--- src/rtl/mem_ctrl.sv ---
// rtl/mem_ctrl.sv - byte RAM owner serving a fetch port and a serialized data load/store port
// Optional MEM_CTRL_STAT_EN adds fetch-cycle and data-transaction counters.
module mem_ctrl #(
  parameter int ADDR_W  = 32,
  parameter int RAM_LAT = 1
) (
  input  logic              clk,
  input  logic              rst_n,
  input  logic              if_req_i,
  input  logic [ADDR_W-1:0] if_addr_i,
  output logic [7:0]        if_data_o,
  input  logic              mem_req_i,
  input  logic              mem_we_i,
  input  logic [1:0]        mem_width_i,
  input  logic [ADDR_W-1:0] mem_addr_i,
  input  logic [31:0]       mem_wdata_i,
  output logic [31:0]       mem_rdata_o,
  output logic              mem_done_o,
  output logic              stall_req_o,
  output logic [ADDR_W-1:0] ram_addr_o,
  output logic [7:0]        ram_dout_o,
  output logic              ram_wr_o,
  input  logic [7:0]        ram_din_i
`ifdef MEM_CTRL_STAT_EN
  ,
  output logic [31:0]       stat_if_o,
  output logic [31:0]       stat_mem_o
`endif
);

  if (RAM_LAT != 1) begin : g_lat_check
    $error("mem_ctrl supports only RAM_LAT == 1");
  end

  typedef enum logic [2:0] {
    IDLE  = 3'd0,
    D_RD  = 3'd1,
    D_WR  = 3'd2,
    D_FIN = 3'd3,
    DONE  = 3'd4
  } state_t;

  state_t            state, state_nxt;
  logic [ADDR_W-1:0] addr_q;
  logic [31:0]       wdata_q;
  logic [1:0]        last_q;
  logic [1:0]        k_q;
  logic [23:0]       buf_q;
  logic [31:0]       rdata_q;
  logic              accept;
  logic              last_byte;
  logic [1:0]        last_idx;

  assign accept    = (state == IDLE) && mem_req_i;
  assign last_byte = (k_q == last_q);

  always_comb begin
    last_idx = 2'd3;
    case (mem_width_i)
      2'b00:   last_idx = 2'd0;
      2'b01:   last_idx = 2'd1;
      default: last_idx = 2'd3;
    endcase
  end

  always_ff @(posedge clk or negedge rst_n) begin
    if (!rst_n) state <= IDLE;
    else        state <= state_nxt;
  end

  always_comb begin
    state_nxt = state;
    case (state)
      IDLE:    if (mem_req_i) state_nxt = mem_we_i ? D_WR : D_RD;
      D_RD:    if (last_byte) state_nxt = D_FIN;
      D_WR:    if (last_byte) state_nxt = DONE;
      D_FIN:   state_nxt = DONE;
      DONE:    state_nxt = IDLE;
      default: state_nxt = IDLE;
    endcase
  end

  // Byte k arrives one cycle after its address, so D_RD at k stores byte k-1
  // and D_FIN stores the final byte while publishing the assembled word.
  always_ff @(posedge clk or negedge rst_n) begin
    if (!rst_n) begin
      addr_q  <= '0;
      wdata_q <= '0;
      last_q  <= '0;
      k_q     <= '0;
      buf_q   <= '0;
      rdata_q <= '0;
    end else begin
      if (accept) begin
        addr_q  <= mem_addr_i;
        wdata_q <= mem_wdata_i;
        last_q  <= last_idx;
        k_q     <= '0;
        buf_q   <= '0;
      end else if (state == D_RD || state == D_WR) begin
        k_q <= k_q + 2'd1;
      end
      if (state == D_RD) begin
        case (k_q)
          2'd1:    buf_q[7:0]   <= ram_din_i;
          2'd2:    buf_q[15:8]  <= ram_din_i;
          2'd3:    buf_q[23:16] <= ram_din_i;
          default: ;
        endcase
      end
      if (state == D_FIN) begin
        case (last_q)
          2'd0:    rdata_q <= {24'h0, ram_din_i};
          2'd1:    rdata_q <= {16'h0, ram_din_i, buf_q[7:0]};
          default: rdata_q <= {ram_din_i, buf_q};
        endcase
      end
    end
  end

  always_comb begin
    ram_addr_o  = if_addr_i;
    ram_dout_o  = 8'h00;
    ram_wr_o    = 1'b0;
    mem_done_o  = (state == DONE);
    stall_req_o = mem_req_i || (state != IDLE);
    if_data_o   = ram_din_i;
    mem_rdata_o = rdata_q;
    if (state == D_RD || state == D_WR) begin
      ram_addr_o = addr_q + ADDR_W'(k_q);
    end
    if (state == D_WR) begin
      ram_wr_o   = 1'b1;
      ram_dout_o = wdata_q[8*k_q +: 8];
    end
  end

`ifdef MEM_CTRL_STAT_EN
  always_ff @(posedge clk or negedge rst_n) begin
    if (!rst_n) begin
      stat_if_o  <= '0;
      stat_mem_o <= '0;
    end else begin
      if (state == IDLE && if_req_i) stat_if_o <= stat_if_o + 32'd1;
      if (accept)                    stat_mem_o <= stat_mem_o + 32'd1;
    end
  end
`else
  logic unused_if_req;
  assign unused_if_req = if_req_i;
`endif

endmodule

--- config.mk ---
export PLATFORM = sky130hd
export DESIGN_NAME = mem_ctrl
export DESIGN_NICKNAME = d
export VERILOG_FILES = /design/src/rtl/mem_ctrl.sv
export SDC_FILE = /design/constraint.sdc
export NUM_CORES = 1
export LEC_CHECK = 0
export ABC_CLOCK_PERIOD_IN_PS = 2700
export BUFFER_PORTS_ARGS = -buffer_cell sky130_fd_sc_hd__buf_4
export CAP_MARGIN = 20
export CORE_ASPECT_RATIO = 1.5
export CORE_MARGIN = 1.5
export CORE_UTILIZATION = 47
export CTS_CLUSTER_DIAMETER = 80
export DETAILED_ROUTE_END_ITERATION = 10
export PLACE_DENSITY_LB_ADDON = 0.2
export RECOVER_POWER = 50
export SYNTH_ARGS = -nofsm -noshare
export SYNTH_HDL_FRONTEND = slang
export SYNTH_SLANG_ARGS = --single-unit
--- constraint.sdc ---
create_clock -name clk -period 2.7 [get_ports clk]
set_input_delay 0.405 -clock clk [delete_from_list [all_inputs] [get_ports clk]]
set_output_delay 0.405 -clock clk [all_outputs]
set_load 0.005 [all_outputs]
-- Word-level counts from Yosys, hierarchy flattened
Index checks and enable logic that the tools add are counted.
- shift-type cells: 1
- $add $sub $neg: 2
- eq/ne operators: 13
- muxes and demuxes: 17
- reductions and logical operators: 9
- operator list (cell ; number):
    one-hot mux 32 bit (2 select lines) ; 1
    2-to-1 mux 24 bit ; 2
    adder 32 x 2 -> 32 bit ; 1
    2-to-1 mux 32 bit ; 1
    2-to-1 mux 8 bit ; 4
    indexed part select 32 x 6 -> 8 bit ; 1
    one-hot mux 3 bit (4 select lines) ; 1
    2-to-1 mux 3 bit ; 3
    equality test 2 x 1 -> 1 bit, second input constant ; 3
    equality test 3 x 2 -> 1 bit, second input constant ; 2
    2-to-1 mux 2 bit ; 3
    != test 2 bit, second input constant ; 3
    equality test 2 bit, second input constant ; 2
    zero test 2 bit ; 2
    one-hot mux 2 bit (2 select lines) ; 1
    equality test 3 x 1 -> 1 bit, second input constant ; 1
    equality test 3 bit, second input constant ; 1
    zero test 3 bit ; 1
    AND reduction 3 bit ; 1
    nonzero test 3 bit ; 1
    adder 2 x 1 -> 2 bit, second input constant ; 1
    equality test 2 bit ; 1
    logical OR 1 bit ; 2
    nonzero test 2 bit ; 1
    other kinds (2) ; 2
- flip-flop bits (word level): 127
- input port bits: 111

-- Logic depth before layout (Yosys ltp)
Gate-level depths: netlist of run 1.
- depth in word-level cells: 5
- gate-level depth with buffers: 9
- mapped depth without buffers: 8

-- Worst setup path after synthesis of run 1
Ideal clock, no wire load.
- path kind: reg-to-output
- start point: register k_q[1]
- end point: output port ram_addr_o[30]
- arrival: 2345 ps
- cell stages (with the launch flop): 10
- data required time: 2295 ps
- slack: -50 ps
- path buffers: 2
- cells stage by stage: dfrtp_1 clkbuf_1 inv_1 fa_1 and4b_1 nand3_1 buf_6 nor4_4 xnor2_1 o21ai_2
- word-level cells in the longest chain between the ends: 2
- RTL lines (what ; RTL line ; RTL):
    from (decl) ; 47 ; logic [1:0] k_q;
    from (signal assigned) ; 101 ; k_q <= k_q + 2'd1;
    adder 32 x 2 -> 32 bit ; 130 ; ram_addr_o = addr_q + ADDR_W'(k_q);
    2-to-1 mux 32 bit ; 129 ; if (state == D_RD || state == D_WR) begin
    to (decl) ; 20 ; output logic [ADDR_W-1:0] ram_addr_o,
Every way passes these cells.

-- Worst setup path in the final report of run 1
- start point: register k_q[0]
- end point: output port ram_addr_o[28]
The elaborated chain is that of the path after synthesis.

==> impl_results.md, run 1 <==
* CP max stage delay at 0.39 ns
* DR WL met3 at 655 um
* IR drop worst, VDD at ~0.00066 V
* Post-route ant nets at 0
* Final max-slew violation count at 0
* Worst min path class: primary input to flop
* Mapped Area at roughly 6400 um^2
* Via count at 5,102
* Crit path max fanout at 6
* Initial Util at between 40% and 50%
* WL final at between 15,000 and 20,000 um
* Worst Slack Setup Final at -0.189 ns
* Dpl cell area at between 7000 and 8000 um^2
* Area grow syn2layout at 35.8%
* Leakage at approximately 4.0 nW
* Routed vias/inst at 5.31
* Hold Startpoint: mem_addr_i[10]
* Critical-path cell list: ha_4 > inv_2 > fa_2 > and4b_2 > nand3_2 > buf_8 > nor4_4 > xnor2_1 > o21ai_2 > buf_4
* Setup TNS at -1.59 ns
* # Max-Cap Violations at 0
* Die area at approximately 14,000 um^2
* Slowest cell on the critical path: dfrtp_1
* Post-Route Skew at between 0.007 and 0.008 ns
* All-Layer GR Usage at around 22%
* Global-route wire length before repair at between 20,000 and 30,000 um
* Post-synth net total at between 700 and 800
* Power per Cell Area at approximately 1200 nW/um^2
* Layout cells sized above 1 at a little over two fifths
* FF-to-FF End: buf_q[9]
* Met2 routed WL at around 8500 um
* Slew margin rel. at 36.9%
* Sequential cell fraction of total power at about a third
* Number of flops mapped to enable cells by yosys at 0
* DRC at 0
* Worst-path clk slew at ~0.060 ns
* Post-DP HPWL at 11,200 um
* Clock Latency Late Sink at roughly 0.4 ns
* R2R setup slack at roughly 0.68 ns
* Synth Warn # at 0
* Hold Crit Endpoint: addr_q[10]
* Clock sink count at 127
* Status: finished with violations
* Routability congestion estimate at 0.815
* Chip height at 146 um
* DRT met1 WL at just under 6000 um
* Distinct cells, synth at 45
* Fraction of registers with async set/reset at 100%
* WP data arrival at approximately 2.5 ns
* Initial DRC Count at 180
* Htree depth at 4
* Switching part of the total at 35.1%
* Drt pass-1 iters at 4
* Num CTS Buffers at 17
* Routed WL per cell at about 16 um
* Pre-CTS WS at 0.0582 ns
* CTS tree: done
* Crit. End Element: output pin
* Global route overflow at 0
* IO Port Bufs at 192
* Final Util at between 60% and 70%
* Total internal power at 0.00680 W
* Layout Nets at approximately 900
* Uppermost layer routed: met4
* Post-synth top flop: dfrtp_1
* Critical path required time at roughly 2.3 ns
* Seq/Total Area, Yosys at 49.6%
* Die X at about 98 um
* Antenna diode count at 0
* RR Startpoint: k_q[0]
* Vias in the first global route at between 5,000 and 6,000
* Sw Pwr at ~0.0037 W
* Final period util at 107%
* Pin count of the biggest net entering global routing at 65
* Failing checks: negative setup slack
* CTS Buffer Depth at 2
* Final hold vios at 0
* CTS root buf: clkbuf_16
* Mapped Cells at 600
* CP Class: flop to output pin
* Worst Reg2Reg Path Length in Cells at 7
* Initial antenna violation count at 0
* Final-report setup violation count at 13
* Row count at 52
* Area of the core at around 13,000 um^2
* I/O Pins at slightly below 200
* Finished layout cell area at approximately 8700 um^2
* F_max at 346 MHz
* Syn avg cell area at around 11 um^2
* Hold Crit Depth at 3
* Min cycle time layout at a little under 3 ns
* Setup crit start kind: flop
* RSZ-0062 raised after global routing: true
* #FFs+latches synth at 127
* Worst-Margin Slew at approximately 0.95 ns
* Clock Power Share at around 22%
* Combinational share of power at ~46%
-- how the worst max path moves through the flow --
stage,from,endpoint,slack [ns]
4_1_cts,k_q[0],ram_addr_o[26],-0.20
3_5_place_dp,k_q[0],ram_addr_o[24],0.06
5_1_grt,addr_q[0],ram_addr_o[26],-0.31
3_3_place_gp,addr_q[0],ram_addr_o[24],0.07
2_1_floorplan,k_q[1],ram_addr_o[30],0.1
6_report,k_q[0],ram_addr_o[28],-0.19
-- placed cells by master (no fill, tap or decap), types with 10 or more instances in the layout --
cell	n
nand2_1	107
dfrtp_1	127
o21ai_1	18
clkbuf_16	17
clkbuf_4	33
mux2_2	60
a22o_1	24
o21ai_0	46
a21oi_1	10
nor2_1	23
xnor2_1	25
buf_4	165
inv_1	10
-- critical path, delay by kind of cell (launching register included) --
| kind | cells | cell delay (ns) |
|---|---|---|
| compound gates | 1 | 0.07 |
| xor+xnor | 1 | 0.16 |
| fa+ha+maj | 2 | 0.47 |
| buf+inv | 3 | 0.33 |
| flops | 1 | 0.39 |
| simple gates | 3 | 0.64 |
-- cells in the mapped netlist (2+ instances only) --
cell / instances / share of area (%)
mux2_2: 61 / 11
a211oi_1: 2 / 0.23
nand4_1: 4 / 0.39
nor2b_1: 9 / 0.88
nand3_1: 6 / 0.47
ha_1: 5 / 0.98
mux4_2: 8 / 2.8
inv_1: 11 / 0.65
a22o_1: 24 / 3.3
and4_1: 3 / 0.41
buf_2: 14 / 1.1
clkbuf_1: 22 / 1.3
dfrtp_1: 127 / 50
nor3b_1: 2 / 0.23
o21ai_2: 2 / 0.27
nor4_1: 5 / 0.49
nor2_1: 24 / 1.4
mux2i_1: 8 / 1.3
xor2_1: 8 / 1.1
buf_6: 2 / 0.35
nand2_1: 108 / 6.3
buf_4: 10 / 1.2
nor4_4: 3 / 1.0
o21ai_1: 12 / 0.94
a21oi_1: 10 / 0.78
xnor2_1: 26 / 3.6
nor3_1: 10 / 0.78
o21ai_0: 52 / 4.1
and3_1: 6 / 0.59
-- per-stage QoR --
stage / total power, W / std cells / hold slack (ns)
floorplan: 0.00621 / 600 / 0.109
global placement: 0.00795 / 919 / 0.403
detailed placement: 0.00811 / 919 / 0.413
CTS: 0.0105 / 956 / 0.191
global route: 0.0112 / 961 / 0.209
finish: 0.0105 / 961 / 0.210
-- final cells by class --
class,instances,area [um^2]
Fill cell,1101,4710
Clock inverter,13,138
Multi-Input combinational cell,412,3040
Inverter,11,41.3
Sequential cell,127,3180
Tap cell,162,203
Clock buffer,19,453
Timing Repair Buffer,217,1640
-- cells by family (layout without fill, tap and decap cells) --
logic type / after synthesis / in the layout / synth area share [%]
fa+ha+maj: 6 / 6 / 1.29
buf+inv: 61 / 260 / 4.93
compound gates: 103 / 103 / 9.70
flops: 127 / 127 / 49.6
mux: 77 / 77 / 14.8
simple gates: 192 / 192 / 15.0
xor+xnor: 34 / 34 / 4.65
-- sequential cells by signal, summed over array words and instances (netlist names) --
signal / count
addr_q: 32
buf_q: 24
k_q: 2
last_q: 2
mem_rdata_o: 32
state: 3
wdata_q: 32
-- power groups by stage --
stage / logic [W] / registers (W) / clock network (W)
3_5_place_dp: 0.00468 / 0.00344 / 0
5_1_grt: 0.00530 / 0.00355 / 0.00238
2_1_floorplan: 0.00297 / 0.00324 / 0
4_1_cts: 0.00481 / 0.00341 / 0.00229
6_report: 0.00480 / 0.00342 / 0.00225
3_3_place_gp: 0.00457 / 0.00338 / 0
-- repair_timing --
item                                   CTS  global route
setup endpoints to repair               23            25
gates resized for setup                 27            14
setup buffers                            4             4
hold buffers                             1             0
pin swaps                               13            15
gates cloned                             1             1
endpoints found under the hold margin   37             0
-- per-layer routing --
metal	track usage, %	up-vias
met4	10.8	0
li1	-	2432
met2	40.2	161
met3	3.75	31
met1	25.4	2478
met5	0	-
No activity file was read; power rests on OpenSTA's default activity.
==> run 2: changes to the inputs <==
--- a/config.mk
+++ b/config.mk
@@ -15,6 +15,7 @@
 export DETAILED_ROUTE_END_ITERATION = 10
 export PLACE_DENSITY_LB_ADDON = 0.2
 export RECOVER_POWER = 50
+export REMOVE_ABC_BUFFERS = 1
 export SYNTH_ARGS = -nofsm -noshare
 export SYNTH_HDL_FRONTEND = slang
 export SYNTH_SLANG_ARGS = --single-unit
==> run 2 against run 1 <==
The run ends with max-capacitance violations, max-slew violations, negative setup slack left. Register-to-register slack about the same. Via count up 0.45%. Hold slack worse by 0.012 ns. Setup slack worse by 0.034 ns. Critical path type unchanged.
==> impl_results.md, run 2 (synthesis results as in run 1) <==
* All-Layer GR Usage at 22.4% (about the same)
* Critical path required time at 2.30 ns (about the same)
* Final Util at 66.0% (was 64.9%)
* Worst Reg2Reg Path Length in Cells at 6 (was 7)
* Global-route wire length before repair at 25,600 um (about the same)
* Slew margin rel. at -7.72% (was 36.9%)
* Clock sink count at 127 (unchanged)
* Finished layout cell area at 8840 um^2 (was 8700 um^2)
* Drt pass-1 iters at 5 (was 4)
* WL final at 15,600 um (about the same)
* Post-route ant nets at 0 (unchanged)
* Routed vias/inst at 5.32 (was 5.31)
* Leakage at 4.12 nW (was 4.04 nW)
* Critical Path Sink: ram_addr_o[6] (was ram_addr_o[28])
* Area of the core at 13,400 um^2 (unchanged)
* Hold WS at 0.197 ns (was 0.210 ns)
* Crit. End Element: output pin (unchanged)
* Htree depth at 4 (unchanged)
* Area grow syn2layout at 38.1% (was 35.8%)
* Die X at 98.3 um (unchanged)
* Routed WL per cell at 16.1 um (was 16.2 um)
* Status: finished with violations (unchanged)
* Min cycle time layout at 2.92 ns (was 2.89 ns)
* Initial Util at 47.8% (unchanged)
* Worst min path class: primary input to flop (unchanged)
* Antenna diode count at 0 (unchanged)
* Post-DP HPWL at 10,900 um (was 11,200 um)
* Layout Nets at 907 (was 903)
* # Max-Cap Violations at 1 (was 0)
* Vias in the first global route at 5,213 (was 5,227)
* Setup crit start kind: flop (unchanged)
* Routability congestion estimate at 0.838 (was 0.815)
* Storage cell area at 3180 um^2 (unchanged)
* Dpl cell area at 7930 um^2 (was 7920 um^2)
* CP startpoint: addr_q[0] (was k_q[0])
* Most common cell after layout, fill and taps aside: buf_4 (unchanged)
* Via count at 5,125 (was 5,102)
* R2R setup slack at 0.69 ns (was 0.68 ns)
* Pre-CTS WS at 0.0609 ns (was 0.0582 ns)
* CTS tree: done (unchanged)
* CTS root buf: clkbuf_16 (unchanged)
* CP Class: flop to output pin (unchanged)
* DRC at 0 (unchanged)
* Worst-Margin Slew at 1.62 ns (was 0.946 ns)
* Global route overflow at 0 (unchanged)
* IO Port Bufs at 192 (unchanged)
* F_max at 342 MHz (was 346 MHz)
* RR Startpoint: k_q[1] (was k_q[0])
* Row count at 52 (unchanged)
* Worst-path clk slew at 0.06 ns (about the same)
* IR drop worst, VDD at 0.000646 V (was 0.000662 V)
* Chip height at 146 um (unchanged)
* Commonest non-fill, non-tap cells in the layout: buf_4 (180), dfrtp_1 (127), nand2_1 (108) (was buf_4 (165), dfrtp_1 (127), nand2_1 (107))
* Num CTS Buffers at 17 (unchanged)
* Die area at 14,300 um^2 (unchanged)
* Pin count of the biggest net entering global routing at 65 (unchanged)
* Area of the multi-input gates at 3080 um^2 (was 3040 um^2)
* Power per Cell Area at 1220 nW/um^2 (was 1200 nW/um^2)
* RSZ-0062 raised after global routing: true (unchanged)
* Final max-slew violation count at 31 (was 0)
* Fillers at 1,083 (was 1,101)
* Worst Slack Setup Final at -0.223 ns (was -0.189 ns)
* Post-Route Skew at 0.00667 ns (was 0.00770 ns)
* Initial DRC Count at 137 (was 180)
* Initial antenna violation count at 0 (unchanged)
* Final hold vios at 0 (unchanged)
* CTS Buffer Depth at 2 (unchanged)
* Final-report setup violation count at 14 (was 13)
* FF-to-FF End: buf_q[19] (was buf_q[9])
* I/O Pins at 194 (unchanged)
* Clock Latency Late Sink at 0.41 ns (was 0.40 ns)
* Final period util at 108% (was 107%)
* WP data arrival at 2.52 ns (was 2.48 ns)
* Failing checks: max-capacitance violations, max-slew violations, negative setup slack (was negative setup slack)
* Layout cells sized above 1 at 43.1% (was 42.4%)
* Crit path max fanout at 2 (was 6)
[run 2: per-stage QoR]
step | std cells | TNS [ns] | power [W]
finish | 964 | -2.10 | 0.0108
global route | 964 | -7.05 | 0.0115
CTS | 957 | -2.65 | 0.0108
detailed placement | 921 | 0 | 0.00812
global placement | 921 | 0 | 0.00796
floorplan | 550 | -77.19 | 0.00604
[run 2: timing repair]
action / 4_1_cts / 5_1_grt
hold buffers: 1 / 0
gates resized for setup: 24 / 27
setup endpoints to repair: 20 / 24
pin swaps: 19 / 18
endpoints found under the hold margin: 27 / 0
setup buffers: 3 / 6
cloned: 1 / 1
[run 2: how the worst min path moves through the flow]
stage                         from              to  slack (ns)  cells after the start
floorplan                    rst_n       addr_q[0]        0.11                      0
global placement             rst_n  mem_rdata_o[2]        0.36                      1
detailed placement           rst_n  mem_rdata_o[2]        0.37                      1
CTS                 mem_addr_i[10]      addr_q[10]        0.19                      3
global route        mem_addr_i[10]      addr_q[10]        0.19                      3
finish              mem_addr_i[10]      addr_q[10]        0.20                      3
[run 2: per-layer routing]
layer / track usage (%) / vias to the layer above / part of all wire (%)
met5: 0 / - / 0
met4: 9.58 / 0 / 2.4
met3: 4.32 / 27 / 4.8
met2: 38.9 / 161 / 54
met1: 26.8 / 2491 / 39
li1: - / 2446 / -
[run 2: layout make-up]
class	count	share of cell area, %
Clock buffer	19	5.12
Clock inverter	12	2.34
Inverter	11	0.467
Multi-Input combinational cell	412	34.8
Sequential cell	127	36.0
Tap cell	162	2.29
Timing Repair Buffer	221	19.0
[run 2: critical path, stage by stage (launching register included)]
cell     delay, ns
dfrtp_1       0.35
ha_2          0.19
inv_2         0.04
fa_2          0.33
and4b_2       0.32
buf_4         0.12
buf_6         0.08
buf_4         0.10
nand2_1       0.06
xnor2_1       0.13
mux2_2        0.26
buf_4         0.13
[run 2: where the power goes]
group | internal (W) | leakage [nW] | total [W] | switching [W]
Combinational | 0.00262 | 2.20 | 0.00476 | 0.00214
Clock | 0.00169 | 0.320 | 0.00255 | 0.000858
Sequential | 0.00275 | 1.60 | 0.00348 | 0.000728
Total | 0.00707 | 4.12 | 0.0108 | 0.00372
